<file path="src/rtl/swin_frame_seq.sv">
// Frame sequencer for the 3x3 slide-window: feeds one raster frame, appends flush pixels, re-arms the window.
// Optional DRAIN watchdog (ERR output) is built when SWIN_SEQ_TIMEOUT_EN is defined.
module swin_frame_seq #(
  parameter int              P_WIDTH      = 320,
  parameter int              P_HEIGHT     = 240,
  parameter int              P_PIX_CNT_W  = 17,
  parameter int              DW           = 1,
  parameter logic [DW-1:0]   P_FLUSH_VAL  = '0,
  parameter int              P_RST_CYCLES = 2,
  parameter int              P_TIMEOUT    = 1024
) (
  input  logic                   CLK,
  input  logic                   RSTn,
  input  logic                   START,
  output logic                   BUSY,
  output logic                   DONE,
  output logic                   ERR,
  input  logic                   S_VALID,
  output logic                   S_READY,
  input  logic [DW-1:0]          S_DATA,
  output logic                   WIN_RSTn,
  output logic                   WIN_DIN_VALID,
  output logic [DW-1:0]          WIN_DIN,
  input  logic                   WIN_VALID,
  input  logic                   WIN_LAST_PIXEL,
  output logic [P_PIX_CNT_W-1:0] OUT_CNT,
  output logic [2:0]             DBG_STATE
);

  localparam int FRAME_PIX = P_WIDTH * P_HEIGHT;
  localparam int FW        = $clog2(P_WIDTH + 1);

  if (P_RST_CYCLES < 1 || P_RST_CYCLES > 15 || P_TIMEOUT < 2 ||
      FRAME_PIX > (2 ** P_PIX_CNT_W) - 1) begin : g_param_check
    $error("swin_frame_seq: parameter out of range");
  end

  typedef enum logic [2:0] {
    ST_IDLE  = 3'd0,
    ST_CLR   = 3'd1,
    ST_FEED  = 3'd2,
    ST_FLUSH = 3'd3,
    ST_DRAIN = 3'd4,
    ST_FIN   = 3'd5
  } state_t;

  state_t                 state, state_n;
  logic [P_PIX_CNT_W-1:0] in_cnt, in_cnt_n, out_cnt_n;
  logic [FW-1:0]          flush_cnt, flush_cnt_n;
  logic [3:0]             rst_cnt, rst_cnt_n;
  logic                   busy_n, done_n, win_rstn_n, din_valid_n;
  logic [DW-1:0]          din_n;

  // Upstream handshake: a pixel transfers on a cycle where S_VALID & S_READY;
  // S_READY depends only on the state register, never on S_VALID.
  assign S_READY   = (state == ST_FEED);
  assign DBG_STATE = state;

`ifdef SWIN_SEQ_TIMEOUT_EN
  localparam int TW = $clog2(P_TIMEOUT);
  logic [TW-1:0] wd_cnt, wd_n;
  logic          err_n;
`endif

  always_comb begin
    state_n     = state;
    busy_n      = BUSY;
    done_n      = 1'b0;
    win_rstn_n  = WIN_RSTn;
    din_valid_n = 1'b0;
    din_n       = WIN_DIN;
    out_cnt_n   = OUT_CNT;
    in_cnt_n    = in_cnt;
    flush_cnt_n = flush_cnt;
    rst_cnt_n   = rst_cnt;
`ifdef SWIN_SEQ_TIMEOUT_EN
    wd_n        = wd_cnt;
    err_n       = 1'b0;
`endif

    if ((state == ST_FEED || state == ST_FLUSH || state == ST_DRAIN) &&
        WIN_VALID && (OUT_CNT != {P_PIX_CNT_W{1'b1}}))
      out_cnt_n = OUT_CNT + 1'b1;

    case (state)
      ST_IDLE: begin
        win_rstn_n = 1'b1;
        busy_n     = 1'b0;
        if (START) begin
          state_n     = ST_CLR;
          busy_n      = 1'b1;
          win_rstn_n  = 1'b0;
          out_cnt_n   = '0;
          in_cnt_n    = '0;
          flush_cnt_n = '0;
          rst_cnt_n   = '0;
        end
      end
      ST_CLR: begin
        rst_cnt_n = rst_cnt + 1'b1;
        if (rst_cnt == 4'(P_RST_CYCLES - 1)) begin
          state_n    = ST_FEED;
          win_rstn_n = 1'b1;
        end
      end
      ST_FEED: begin
        if (S_VALID) begin
          din_valid_n = 1'b1;
          din_n       = S_DATA;
          in_cnt_n    = in_cnt + 1'b1;
          if (in_cnt == P_PIX_CNT_W'(FRAME_PIX - 1)) begin
            state_n     = ST_FLUSH;
            flush_cnt_n = '0;
          end
        end
      end
      ST_FLUSH: begin
        // P_WIDTH+1 flush pushes, back-to-back with the last frame pixel
        din_valid_n = 1'b1;
        din_n       = P_FLUSH_VAL;
        flush_cnt_n = flush_cnt + 1'b1;
        if (flush_cnt == FW'(P_WIDTH)) begin
          state_n = ST_DRAIN;
`ifdef SWIN_SEQ_TIMEOUT_EN
          wd_n    = '0;
`endif
        end
      end
      ST_DRAIN: begin
        if (WIN_LAST_PIXEL) begin
          state_n = ST_FIN;
          done_n  = 1'b1;
        end
`ifdef SWIN_SEQ_TIMEOUT_EN
        else if (wd_cnt == TW'(P_TIMEOUT - 1)) begin
          state_n = ST_FIN;
          done_n  = 1'b1;
        end else begin
          // ERR is raised so it is visible during the final watchdog cycle
          wd_n  = wd_cnt + 1'b1;
          err_n = (wd_cnt == TW'(P_TIMEOUT - 2));
        end
`endif
      end
      ST_FIN: begin
        state_n = ST_IDLE;
        busy_n  = 1'b0;
      end
      default: state_n = ST_IDLE;
    endcase
  end

  always_ff @(posedge CLK) begin
    if (!RSTn) begin
      state         <= ST_IDLE;
      BUSY          <= 1'b0;
      DONE          <= 1'b0;
      WIN_RSTn      <= 1'b0;
      WIN_DIN_VALID <= 1'b0;
      WIN_DIN       <= P_FLUSH_VAL;
      OUT_CNT       <= '0;
      in_cnt        <= '0;
      flush_cnt     <= '0;
      rst_cnt       <= '0;
    end else begin
      state         <= state_n;
      BUSY          <= busy_n;
      DONE          <= done_n;
      WIN_RSTn      <= win_rstn_n;
      WIN_DIN_VALID <= din_valid_n;
      WIN_DIN       <= din_n;
      OUT_CNT       <= out_cnt_n;
      in_cnt        <= in_cnt_n;
      flush_cnt     <= flush_cnt_n;
      rst_cnt       <= rst_cnt_n;
    end
  end

`ifdef SWIN_SEQ_TIMEOUT_EN
  always_ff @(posedge CLK) begin
    if (!RSTn) begin
      wd_cnt <= '0;
      ERR    <= 1'b0;
    end else begin
      wd_cnt <= wd_n;
      ERR    <= err_n;
    end
  end
`else
  assign ERR = 1'b0;
`endif

endmodule

</file>
<file path="config.mk">
export PLATFORM = sky130hd
export DESIGN_NAME = swin_frame_seq
export DESIGN_NICKNAME = d
export VERILOG_FILES = /design/src/rtl/swin_frame_seq.sv
export SDC_FILE = /design/constraint.sdc
export NUM_CORES = 1
export LEC_CHECK = 0
export ABC_CLOCK_PERIOD_IN_PS = 2600
export BUFFER_PORTS_ARGS = -buffer_cell sky130_fd_sc_hd__buf_2
export CAP_MARGIN = 15
export CORE_MARGIN = 8
export CORE_UTILIZATION = 49
export CTS_BUF_LIST = sky130_fd_sc_hd__clkbuf_2
export DETAILED_ROUTE_END_ITERATION = 10
export PLACE_DENSITY_LB_ADDON = 0.25
export SYNTH_ARGS = -nofsm -noshare
export SYNTH_HDL_FRONTEND = slang
export SYNTH_SLANG_ARGS = --single-unit
</file>
<file path="constraint.sdc">
create_clock -name CLK -period 2.6 [get_ports CLK]
set_input_delay 0.13 -clock CLK [delete_from_list [all_inputs] [get_ports CLK]]
set_output_delay 0.13 -clock CLK [all_outputs]
set_load 0.02 [all_outputs]
</file>
After elaboration in Yosys (flattened, before gate mapping)

Index checks and enable logic that the tools add are counted.

Output and inout port bits: 27
Word-level logic and storage cells: 75
Register bits after elaboration: 55
Input bits: 7

Reduce and logical (&&, ||, !) cells: 17
Muxes and demuxes: 29
Add/sub/neg operators: 4
Eq/ne operators: 15

Operators with widths:

| operator                                            | count |
|---|---|
| two-way mux 17 bit                                  | 5 |
| adder 17 x 1 -> 17 bit, second input constant       | 2 |
| one-hot mux 17 bit (2 select lines)                 | 1 |
| two-way mux 9 bit                                   | 3 |
| one-hot mux 9 bit (3 select lines)                  | 1 |
| two-way mux 3 bit                                   | 6 |
| equality test 17 bit, second input constant         | 1 |
| != test 17 bit, second input constant               | 1 |
| one-hot mux 3 bit (5 select lines)                  | 1 |
| adder 9 x 1 -> 9 bit, second input constant         | 1 |
| equality test 9 bit, second input constant          | 1 |
| != test 2 bit, second input constant                | 4 |
| one-hot mux 1 bit (2 select lines)                  | 4 |
| one-hot mux 4 bit (2 select lines)                  | 1 |
| AND reduction 2 bit                                 | 4 |
| nonzero test 2 bit                                  | 4 |
| equality test 3 x 2 -> 1 bit, second input constant | 2 |
| equality test 3 bit, second input constant          | 2 |
| two-way mux 1 bit                                   | 6 |
| AND reduction 6 bit                                 | 1 |
| adder 4 x 1 -> 4 bit, second input constant         | 1 |
| equality test 4 x 1 -> 1 bit, second input constant | 1 |
| two-way mux 4 bit                                   | 1 |
| != test 2 x 1 -> 1 bit, second input constant       | 2 |
| 7 further kinds                                     | 9 |

Depth between registers and ports, before layout

Word-level depth: 8
Depth in mapped cells: 9
Gate-level depth less buffers: 9

Least setup slack after synthesis

OpenSTA, ideal clock, no wires.

Path kind: flip-flop to flip-flop
Start point: register OUT_CNT[0]
End point: register OUT_CNT[5]
Slack: 387 ps
Arrival: 2143 ps
Setup time: 70 ps
Period minus slack after synthesis: 2213 ps
Stages on the path, launching flop included: 10
Required time: 2530 ps
Path buffers: 0
Cells stage by stage: dfxtp_1 -> ha_1 -> and2_1 -> nand3_1 -> nor2_1 -> ha_1 -> nor2b_1 -> o21ai_2 -> or4_1 -> a21oi_1

Longest elaborated chain between the ends: 5
Elaborated cells on any way between the ends: 6
Those cells by class: add/sub (1); eq/ne (1); mux (3); reduce/logical (1)

Ends and longest elaborated chain:

| item                                                                           | line | text |
|---|---|---|
| start: declaration                                                             | 26   | `output logic [P_PIX_CNT_W-1:0] OUT_CNT,` |
| start signal: assignment                                                       | 172  | `OUT_CNT <= out_cnt_n;` |
| parallel branches: the longest is 2 deep, another holds adder 17 x 1 -> 17 bit | n/a  |  |
| two-way mux 17 bit *                                                           | 81   | `if ((state == ST_FEED \|\| state == ST_FLUSH \|\| state == ST_DRAIN) &&` |
| two-way mux 17 bit                                                             | 89   | `if (START) begin` |
| two-way mux 17 bit *                                                           | 85   | `case (state)` |

Mark *: on every way between the ends.
A chain may end at the register's enable or synchronous reset.

Worst setup path in the final report

Start point: register OUT_CNT[0]
End point: register OUT_CNT[7]

Same word-level chain as after synthesis.

==> results.py <==
metrics = {
    "die": {
        "start_util": 0.5131,
        "io-pin-count": 34,
        "die_h_um": 92.17,
        "dieWidth_um": 92.17,
        "rows": 27,
        "core_um2": 5540,
        "die_area_um2": 8494,
    },
    "clock_tree": {
        "cts_made_buffers": 5,
        "cts_buffer_depth": 2,
        "cts_tree": "built",
        "htree_levels": 2,
        "cts.clk_slew.worst_paths_ns": 0.27,
        "clock_latency_ns": 0.44,
        "cts.sinks": 55,
        "cts_root_buffer": "clkbuf_2",
        "post_cts_buffers": 0,
    },
    "sta": {
        "period_share": 0.8860,
        "tightestPinTransition_ns": 0.7357,
        "clock_skew_ns": 0.01202,
        "fin_crit_ns": 2.304,
        "finalMaxSlewViolations": 0,
        "maxSlewHeadroom": 0.4969,
        "setup_viol": 0,
        "clock.fmax_mhz": 434.1,
        "setup-tns-final_ns": 0,
        "rsz0062_at_grt": "no",
        "hold_violations": 0,
    },
    "logic_synthesis": {
        "async_flop_share": 0,
        "ys_ff_latch": 55,
        "synth_flop_cell": "dfxtp_1",
        "syn_nets": 355,
        "yosysUniqueCellTypes": 60,
        "avgSynthCellArea_um2": 8.336,
        "synth_cells": 341,
        "synth_edf_count": 0,
        "yosysWarnings": 0,
        "syn_area_um2": 2843,
        "synth_sequential_area_ratio": 0.3873,
    },
    "global_routing": {
        "grt_pass1_wl_um": 11050,
        "grt_pass1_vias": 2384,
        "grt.total_usage": 0.1522,
        "overflow": 0,
        "grt_max_degree": 33,
        "antenna_found_initial": 0,
    },
    "place": {
        "gp_congestion": 0.8391,
        "port_buffers": 32,
        "dp_hpwl_um": 4585,
    },
    "detailed_routing": {
        "wl_met3_um": 347,
        "drt_iter0_markers": 110,
        "wl_um": 6449,
        "via_per_inst": 5.852,
        "routed-via-count": 2575,
        "routed-wl-met2_um": 2905,
        "first_pass_iters": 4,
        "top_layer": "met4",
        "ant_nets": 0,
        "remaining_drc_errors": 0,
        "wire_per_inst_um": 14.66,
        "wl_met1_um": 3074,
    },
    "power": {
        "power.leakage_nw": 1.140,
        "p_per_area_nw_per_um2": 537.1,
        "peakVddDrop_mv": 0.2447,
        "fin_total_pwr_w": 0.001676,
    },
    "status": {
        "outcome": "completed",
    },
    "layout": {
        "nets": 381,
        "final_common_cell": "dfxtp_1",
        "layout_common_cells": "dfxtp_1, a21oi_1, buf_2, nor2_1, o21ai_0",
        "antenna_cells": 0,
        "drive_above_1_share": 0.1440,
        "area_delta_synth_final_pct": 9.771,
    },
    "worst_setup_path": {
        "end_kind": "register",
        "cp-start-kind": "register",
        "cp.arrival_ns": 2.71,
        "worstSetupPathType": "reg2reg",
        "cp_max_fo": 6,
        "cp-startpoint": "OUT_CNT[0]",
        "r2r_start": "OUT_CNT[0]",
        "cp.required_ns": 3.00,
    },
    "min_path": {
        "hp-class": "in2reg",
        "min_from": "RSTn",
    },
    "job": {
        "maxCapViolCount": 0,
    },
}
## power by group
part / switching (W) / total, W / internal, W
clock: 0.000262 / 0.000420 / 0.000158
combinational: 0.000208 / 0.000325 / 0.000116
sequential: 0.0000577 / 0.000931 / 0.000874
total: 0.000528 / 0.00168 / 0.00115
## final cells by class
| class | instances | area (µm²) |
|---|---|---|
| Clock buffer | 5 | 25.02 |
| Clock inverter | 3 | 38.79 |
| Fill cell | 564 | 2420 |
| Inverter | 10 | 37.54 |
| Multi-Input combinational cell | 259 | 1633 |
| Sequential cell | 55 | 1101 |
| Tap cell | 72 | 90.09 |
| Timing Repair Buffer | 36 | 195.2 |
## per-layer routing
metal | up-vias | GRT usage
met1 | 1199 | 0.1910
li1 | 1311 | -
met3 | 12 | 0.04075
met2 | 53 | 0.2449
met4 | 0 | 0.05235
met5 | - | 0
## synth_stat cells (3+ instances only)
library cell,instances,share of area
xor2_1,6,0.018
nand2_1,22,0.029
nor3_1,6,0.011
or4_1,4,0.011
o211ai_1,3,0.0079
ha_1,7,0.031
or3_1,15,0.033
inv_1,10,0.013
nor4_1,3,0.0066
xnor2_1,4,0.012
clkbuf_1,6,0.0079
nand3_1,19,0.033
nor2_1,25,0.033
a31oi_1,3,0.0066
and2_1,4,0.0088
nor2b_1,3,0.0066
a21oi_1,34,0.060
mux2i_1,5,0.018
o21ai_0,24,0.042
and3_1,9,0.020
buf_2,10,0.018
nand2b_1,4,0.0088
o31ai_1,3,0.0079
and4_1,3,0.0092
nand4_1,13,0.029
dfxtp_1,55,0.39
## cell families after synthesis
logic type	after synthesis	share of synthesized area
flip-flops	55	0.3873
adder cells (fa/ha/maj)	7	0.03081
multiplexers	7	0.02553
buffers and inverters	27	0.04138
AND/OR/NAND/NOR	147	0.2931
XOR/XNOR	10	0.03081
other	1	0.001319
AO/OA/AOI/OAI	87	0.1897
## flip-flops by register name, indices dropped and copies added (netlist names)
register,count
OUT_CNT,17
in_cnt,17
flush_cnt,9
rst_cnt,4
DBG_STATE,3
BUSY,1
DONE,1
WIN_DIN,1
WIN_DIN_VALID,1
WIN_RSTn,1
## final timing paths
kind / cells after the start / end / slack (ns)
worst max-delay path: 9 / OUT_CNT[7] / 0.30
worst min-delay path: 3 / flush_cnt[0] / 0.06
worst max register to register: 9 / OUT_CNT[7] / 0.30
worst min register to register: 2 / in_cnt[16] / 0.50
## stage by stage
step / cell area (µm²) / worst slack [ns] / std cells / util / hold WS, ns
after floorplan: 2843 / 0.3873 / 341 / - / 0.2759
after global placement: 3028 / 0.3487 / 430 / 0.5465 / 0.3919
after detailed placement: 3028 / 0.1915 / 430 / 0.5465 / 0.3855
after CTS: 3112 / 0.1392 / 440 / 0.5617 / 0.04411
after global routing: 3120 / 0.1476 / 440 / 0.5632 / 0.03813
final: 3120 / 0.2965 / 440 / 0.5632 / 0.05893
## critical path: stages, from the launching register on
cell and delay (ns):
dfxtp_1 0.42, ha_1 0.22, and2_1 0.19, nand3_1 0.09, nor2_1 0.05, ha_1 0.20
nand2b_1 0.18, a2111oi_0 0.60, nand3b_1 0.16, a21oi_1 0.17
## repair_timing
action                                 4_1_cts  5_1_grt
setup endpoints to repair                    0        4
endpoints found under the hold margin        2        0
gates resized for setup                      0        2
hold buffers                                 2        0
Power figures use the tool's default switching activity.
